--- src/rtl/qm_pkg.sv ---
// Shared MIPS32 decode constants: opcodes, instruction field positions,
// register-address type and the DE pipeline register layout.
package qm_pkg;

  typedef logic [4:0] reg_addr_t;

  localparam logic [5:0] OP_SPECIAL = 6'h00;
  localparam logic [5:0] OP_J       = 6'h02;
  localparam logic [5:0] OP_JAL     = 6'h03;
  localparam logic [5:0] OP_BEQ     = 6'h04;
  localparam logic [5:0] OP_BNE     = 6'h05;
  localparam logic [5:0] OP_BLEZ    = 6'h06;
  localparam logic [5:0] OP_BGTZ    = 6'h07;
  localparam logic [5:0] OP_ADDI    = 6'h08;
  localparam logic [5:0] OP_ADDIU   = 6'h09;
  localparam logic [5:0] OP_SLTI    = 6'h0A;
  localparam logic [5:0] OP_SLTIU   = 6'h0B;
  localparam logic [5:0] OP_ANDI    = 6'h0C;
  localparam logic [5:0] OP_ORI     = 6'h0D;
  localparam logic [5:0] OP_XORI    = 6'h0E;
  localparam logic [5:0] OP_LUI     = 6'h0F;
  localparam logic [5:0] OP_LB      = 6'h20;
  localparam logic [5:0] OP_LH      = 6'h21;
  localparam logic [5:0] OP_LW      = 6'h23;
  localparam logic [5:0] OP_LBU     = 6'h24;
  localparam logic [5:0] OP_LHU     = 6'h25;
  localparam logic [5:0] OP_SB      = 6'h28;
  localparam logic [5:0] OP_SH      = 6'h29;
  localparam logic [5:0] OP_SW      = 6'h2B;

  localparam int OP_MSB  = 31;
  localparam int OP_LSB  = 26;
  localparam int RS_MSB  = 25;
  localparam int RS_LSB  = 21;
  localparam int RT_MSB  = 20;
  localparam int RT_LSB  = 16;
  localparam int RD_MSB  = 15;
  localparam int RD_LSB  = 11;
  localparam int IMM_MSB = 15;
  localparam int IMM_LSB = 0;

  localparam reg_addr_t REG_ZERO = 5'd0;
  localparam reg_addr_t REG_RA   = 5'd31;

  typedef struct packed {
    logic [31:0] a;
    logic [31:0] b;
    logic [31:0] imm;
    logic [31:0] ir;
    logic [31:0] next_pc;
    reg_addr_t   dest;
    logic        is_load;
    logic        valid;
  } de_t;

  function automatic logic is_load_op(input logic [5:0] op);
    return (op == OP_LB) || (op == OP_LH) || (op == OP_LW) ||
           (op == OP_LBU) || (op == OP_LHU);
  endfunction

endpackage

--- src/rtl/qm_regfile.sv ---
// 32x32 general-purpose register file: two combinational read ports, one
// write port, $0 hard-wired to zero. QM_DECODE_BYPASS_EN enables write-through.
module qm_regfile
  import qm_pkg::*;
(
  input  logic        sys_clk,
  input  logic        reset,
  input  reg_addr_t   rd_addr_a,
  input  reg_addr_t   rd_addr_b,
  output logic [31:0] rd_data_a,
  output logic [31:0] rd_data_b,
  input  logic        wr_en,
  input  reg_addr_t   wr_addr,
  input  logic [31:0] wr_data
);

`ifdef QM_DECODE_BYPASS_EN
  localparam logic BYPASS = 1'b1;
`else
  localparam logic BYPASS = 1'b0;
`endif

  logic [31:0] regs_q [32];
  logic [31:0] regs_d [32];
  logic        wr_live;

  assign wr_live = wr_en && (wr_addr != REG_ZERO);

  always_comb begin
    regs_d = regs_q;
    if (wr_live) begin
      regs_d[wr_addr] = wr_data;
    end
    regs_d[0] = '0;
  end

  always_ff @(posedge sys_clk or negedge reset) begin
    if (!reset) begin
      for (int i = 0; i < 32; i++) begin
        regs_q[i] <= '0;
      end
    end else begin
      regs_q <= regs_d;
    end
  end

  always_comb begin
    rd_data_a = (rd_addr_a == REG_ZERO) ? 32'h0 : regs_q[rd_addr_a];
    rd_data_b = (rd_addr_b == REG_ZERO) ? 32'h0 : regs_q[rd_addr_b];
    // Write-through only exists in the bypass build; otherwise the pre-write value is seen.
    if (BYPASS && wr_live && (wr_addr == rd_addr_a)) rd_data_a = wr_data;
    if (BYPASS && wr_live && (wr_addr == rd_addr_b)) rd_data_b = wr_data;
  end

endmodule

--- src/rtl/qm_decode.sv ---
// q3kmips decode stage: register read, immediate/dest generation, load-use
// bubble insertion and the Decode/Execute register. See QM_DECODE_BYPASS_EN.
module qm_decode
  import qm_pkg::*;
(
  input  logic        sys_clk,
  input  logic        reset,
  input  logic [31:0] di_IR,
  input  logic [31:0] di_NextPC,
  input  logic        di_valid,
  input  logic        ex_stall,
  input  logic        wb_enable,
  input  logic [4:0]  wb_reg,
  input  logic [31:0] wb_data,
  output logic        do_stall,
  output logic [31:0] do_A,
  output logic [31:0] do_B,
  output logic [31:0] do_Imm,
  output logic [31:0] do_IR,
  output logic [31:0] do_NextPC,
  output logic [4:0]  do_Dest,
  output logic        do_is_load,
  output logic        do_valid
);

  de_t         de_q, de_d;
  logic [5:0]  opcode;
  reg_addr_t   rs, rt, rd;
  logic [15:0] imm16;
  logic [31:0] rs_data, rt_data;
  logic [31:0] imm_ext;
  reg_addr_t   dest;
  logic        hazard;

  assign opcode = di_IR[OP_MSB:OP_LSB];
  assign rs     = di_IR[RS_MSB:RS_LSB];
  assign rt     = di_IR[RT_MSB:RT_LSB];
  assign rd     = di_IR[RD_MSB:RD_LSB];
  assign imm16  = di_IR[IMM_MSB:IMM_LSB];

  qm_regfile u_regfile (
    .sys_clk   (sys_clk),
    .reset     (reset),
    .rd_addr_a (rs),
    .rd_addr_b (rt),
    .rd_data_a (rs_data),
    .rd_data_b (rt_data),
    .wr_en     (wb_enable),
    .wr_addr   (wb_reg),
    .wr_data   (wb_data)
  );

  always_comb begin
    imm_ext = {{16{imm16[15]}}, imm16};
    case (opcode)
      OP_ANDI, OP_ORI, OP_XORI: imm_ext = {16'h0, imm16};
      OP_LUI:                   imm_ext = {imm16, 16'h0};
      default: ;
    endcase
  end

  always_comb begin
    dest = REG_ZERO;
    case (opcode)
      OP_SPECIAL: dest = rd;
      OP_JAL:     dest = REG_RA;
      OP_LB, OP_LH, OP_LW, OP_LBU, OP_LHU,
      OP_ADDI, OP_ADDIU, OP_SLTI, OP_SLTIU,
      OP_ANDI, OP_ORI, OP_XORI, OP_LUI: dest = rt;
      default: ;
    endcase
  end

  // The loaded value is not available until after execute, so a consumer one slot behind must wait.
  assign hazard = de_q.valid && de_q.is_load && (de_q.dest != REG_ZERO) && di_valid &&
                  ((de_q.dest == rs) || (de_q.dest == rt));

  assign do_stall = ex_stall | hazard;

  always_comb begin
    de_d = de_q;
    if (!ex_stall) begin
      if (hazard || !di_valid) begin
        de_d = '0;
      end else begin
        de_d.a       = rs_data;
        de_d.b       = rt_data;
        de_d.imm     = imm_ext;
        de_d.ir      = di_IR;
        de_d.next_pc = di_NextPC;
        de_d.dest    = dest;
        de_d.is_load = is_load_op(opcode);
        de_d.valid   = 1'b1;
      end
    end
  end

  always_ff @(posedge sys_clk or negedge reset) begin
    if (!reset) begin
      de_q <= '0;
    end else begin
      de_q <= de_d;
    end
  end

  assign do_A       = de_q.a;
  assign do_B       = de_q.b;
  assign do_Imm     = de_q.imm;
  assign do_IR      = de_q.ir;
  assign do_NextPC  = de_q.next_pc;
  assign do_Dest    = de_q.dest;
  assign do_is_load = de_q.is_load;
  assign do_valid   = de_q.valid;

endmodule

--- config.mk ---
export PLATFORM = sky130hd
export DESIGN_NAME = qm_decode
export DESIGN_NICKNAME = d
export VERILOG_FILES = /design/src/rtl/qm_pkg.sv /design/src/rtl/qm_regfile.sv /design/src/rtl/qm_decode.sv
export SDC_FILE = /design/constraint.sdc
export NUM_CORES = 2
export LEC_CHECK = 0
export CAP_MARGIN = 20
export CORE_ASPECT_RATIO = 0.9
export CORE_MARGIN = 5
export CORE_UTILIZATION = 45
export DETAILED_ROUTE_END_ITERATION = 8
export HOLD_SLACK_MARGIN = 0.03
export PLACE_DENSITY = 0.64
export SLEW_MARGIN = 5
export SYNTH_ARGS = -nofsm -noshare
export SYNTH_HDL_FRONTEND = slang
export SYNTH_HIERARCHICAL = 1
export SYNTH_SLANG_ARGS = --single-unit
export TNS_END_PERCENT = 30
--- constraint.sdc ---
create_clock -name sys_clk -period 2.4 [get_ports sys_clk]
set_clock_uncertainty 0.1 [all_clocks]
set_input_delay 0.24 -clock sys_clk [delete_from_list [all_inputs] [get_ports sys_clk]]
set_output_delay 0.24 -clock sys_clk [all_outputs]
set_load 0.01 [all_outputs]
==> impl_summary.md <==
Setup path
The worst setup path is launched from a primary input. The biggest cell delay along the critical path is 570 ps. For the worst setup path, the data arrival time is 2900 ps. For the worst setup path, the data required time is 2940 ps. The type of destination of the critical path is a flop. The critical path goes through dlygate4sd3_1 > clkdlybuf4s50_1 > or3b_4 > nor2_8 > buf_4 > o31ai_1 > dlygate4sd3_1. In this design, the critical path's most frequently occurring cell is dlygate4sd3_1. In this run the worst path has a maximum fanout of 15.

The classification of the worst setup path is primary input to flop. The highest-delay cell along the critical path is clkdlybuf4s50_1.

Clock tree
The CTS sink count is 1,159. After clock tree synthesis, the clock-pin slew on the worst setup and hold paths is 60 ps. The buffer depth of the longest clock path is 3.

CTS placed an instance of clkbuf_16 at the clock tree root. The number of clock buffers inserted by TritonCTS is 133. At the later pin of the worst-skew pair, clock insertion delay measures 780 ps. The count of H-tree levels built during CTS is 4. TritonCTS built the clock tree.

Layout
The area growth from synthesis to layout is 21.2%. The core occupancy in the finished layout is 55.0%. The area of the multi-input gates is 29,900 µm².

The leading cell type in the layout, fill and taps excluded is dfrtp_1. For this run, the post-layout net count is 4,846. The share of post-route cells with drive strength above 1 is 44.4%. The repair_antennas step left the layout with diodes totalling 0. The layout has 10,900 filler cells. The sequential cell area is 29,000 µm². In the layout the commonest cells are dfrtp_1, mux2_2, mux4_2.

Synthesis
The number of nets handed over by synthesis was 4,420. The mapped cell area is 60,700 µm². The flop and latch count out of synthesis is 1,159. The number of flops mapped to enable cells by yosys is 0. The fraction of registers with async set or reset after synthesis is 100%.

The sequential element share of the synthesized area is 47.8%. For this run, the leading register cell type out of synthesis is dfrtp_1. For this run, the number of Yosys warnings is 6. The post-synthesis instance total is 4,314. The synthesized netlist contains 51 unique library cells.

The mean cell area of the mapped netlist is 14.1 µm².

Route
In the routed layout, each cell is associated on average with a via count of 6.23. For this run, design rule violations remaining after detail routing come to 0. For this block, the initial DRC count from the detailed router was 3,791. The detailed-route wire length per cell is 30.1 µm.

The post-route antenna net violation count is 0. For this block, the routed nets add up to 200 mm of wire. The overall via count from detail_route is 41,400. The pre-antenna-repair detailed-routing pass consisted of 5 iterations.

Global route
The number of antenna violations at the first check in global routing is 3. The overall routing resource usage is 28.0%. Entering global routing, the biggest net connects 151 pins. The first global-routing pass estimated 295 mm of wire.

The via count of the first global-routing pass was 42,400. The remaining global-route overflow is 0.

STA
For the finished layout, the period the worst path requires is 2350 ps. The worst slew margin relative to its limit is 43.6%. The peak clock frequency supported by timing is 425 MHz. The number of endpoints with negative hold slack in the final report is 0. Setup repair after global routing could not meet its margin everywhere. In the finished design, the share of the clock period the worst path needs comes to 98.1%. For the final routed database, the setup TNS stands at 0 ps. Setup violations remaining at the end of the flow were counted as 0.

The transition at the pin with the smallest max-transition slack is 844 ps. The total count of max-transition violations in the final report came to 0.

Die
In this run the horizontal extent of the chip is 397 µm. The initial utilization of the core area, before any placement, comes to 45.4%. The standard-cell row count is 127. The area enclosed by the die boundary is 142,000 µm². The floorplan core area is 134,000 µm².

From bottom edge to top edge, the die measures 358 µm. For this design the top-level I/O count stands at 274.

Pwr
The worst ir drop on vdd is 0.000733 V. For this design the ratio of total power to cell area is 792 nW/µm². The leakage power of the design is 0.0317 µW.

Placement
Once detailed placement completed, the half-perimeter wirelength came to 130 mm. The final RePlAce weighted congestion is 0.849. Buffers placed on the I/O ports in this run total 273.

Flow run
Max-cap violations in this run came to 0.

Hold path
The type of the tightest min-delay check is primary input to flop.

Run status
The run finished with clean final reports.
[stage by stage]
step | area, µm² | hold WS, ps | cells | total power, µW | worst slack, ps
2_1_floorplan | 60700 | -156 | 4314 | 33400 | 365
5_1_grt | 73500 | 91.0 | 6647 | 60600 | -66.3
6_report | 73500 | 78.8 | 6647 | 58200 | 46.7
3_3_place_gp | 68500 | -0.980 | 6342 | 37700 | -177
3_5_place_dp | 68500 | -4.06 | 6342 | 38100 | -191
4_1_cts | 73500 | 33.7 | 6647 | 58500 | 0.915
[worst paths after layout]
path	from	to	slack, ps	cells past startpoint
setup / recovery	di_IR[28]	do_Imm[8]	50	7
hold / removal	di_IR[8]	do_IR[8]	80	3
setup reg to reg	do_Dest[2]	do_Imm[8]	160	6
hold reg to reg	do_Imm[17]	do_Imm[17]	380	2
max in group asynchronous	reset	u_regfile/regs_q[851]	400	5
min in group asynchronous	reset	u_regfile/regs_q[611]	110	3
[cell families (layout without fill, tap and decap cells)]
family                    count (synthesis)  in the layout  share of synthesized area, %
DFF                                    1159           1159                          47.8
AOI/OAI and AO/OA                       388            388                          4.69
buffers and inverters                   444            971                          3.35
muxes                                  1707           1707                          38.9
xor gates and xnor gates                 10             10                         0.144
and+or+nand+nor                         606            606                          5.07
[power breakdown]
part	internal, µW	total, µW	leakage (µW)	switching, µW
Sequential	23100	25800	0.0149	2710
Clock	11800	20200	0.00212	8380
Combinational	7330	12200	0.0147	4910
[metal layers]
| metal | wire length (µm) | part of all wire (%) | GRT usage (%) | vias up |
|---|---|---|---|---|
| li1 | - | - | - | 17200 |
| met1 | 88200 | 44 | 40.7 | 22200 |
| met2 | 90200 | 45 | 42.8 | 1715 |
| met3 | 16000 | 8.0 | 5.78 | 316 |
| met4 | 5660 | 2.8 | 8.21 | 2 |
| met5 | 20 | 0.010 | 0 | - |
[cell type report]
cell class              instances  area share, %
multi-input cells            2711           40.6
flip-flops and latches       1159           39.5
repair buffers                727           10.9
clock buffers                 202           5.44
well taps                    1806           3.07
clock inverters                34          0.436
inverters                       8         0.0408
[synth_stat cells (6+ instances only)]
cell       number  share of area (%)
buf_4          45               0.56
mux2i_1       231                3.8
nand3_1        37               0.31
or3_1           7              0.072
a221oi_1       42               0.61
mux2_2       1058                 20
buf_6           8               0.15
o211ai_1       16               0.20
a22o_1          6              0.087
buf_1          57               0.35
o21ai_0       130                1.1
a22oi_1        43               0.53
o22ai_1        13               0.13
o31a_1         30               0.43
a21oi_1         8              0.066
o41ai_1         6              0.087
xnor2_1        10               0.14
nor2_1         53               0.33
a221o_1        22               0.36
o22a_1         16               0.23
inv_1           8              0.050
a211oi_1        8              0.099
clkbuf_1      224                1.4
dfrtp_1      1159                 48
a2111oi_0      12               0.17
nand2b_1      158                1.6
nand4_1        14               0.14
mux4_2        416                 15
nor3_1         34               0.28
buf_2         101               0.83
nor2b_1        68               0.70
o31ai_1        21               0.26
o41ai_2        10               0.27
nand2_1       213                1.3
[state kept, by name, indices dropped and copies added, names as in the netlist]
signal and count:
do_is_load 1, do_Imm 32, do_Dest 5, do_valid 1
do_NextPC 32, do_IR 32, do_B 32, u_regfile/regs_q 992
do_A 32
[critical path: cells and delay by family]
kind	cells	cell delay, ps
AO/OA/AOI/OAI	1	100
AND/OR/NAND/NOR	2	610
buffers and inverters	4	1920
[repair_timing]
| item | 4_1_cts | 5_1_grt |
|---|---|---|
| hold endpoints to repair | 1271 | 0 |
| buffers inserted | 8 | 0 |
| pin swaps | 2 | 0 |
| endpoints found under the setup margin | 1 | 6 |
| gates resized for setup | 13 | 7 |
| hold buffers | 61 | 0 |
Power figures use the tool's default switching activity.
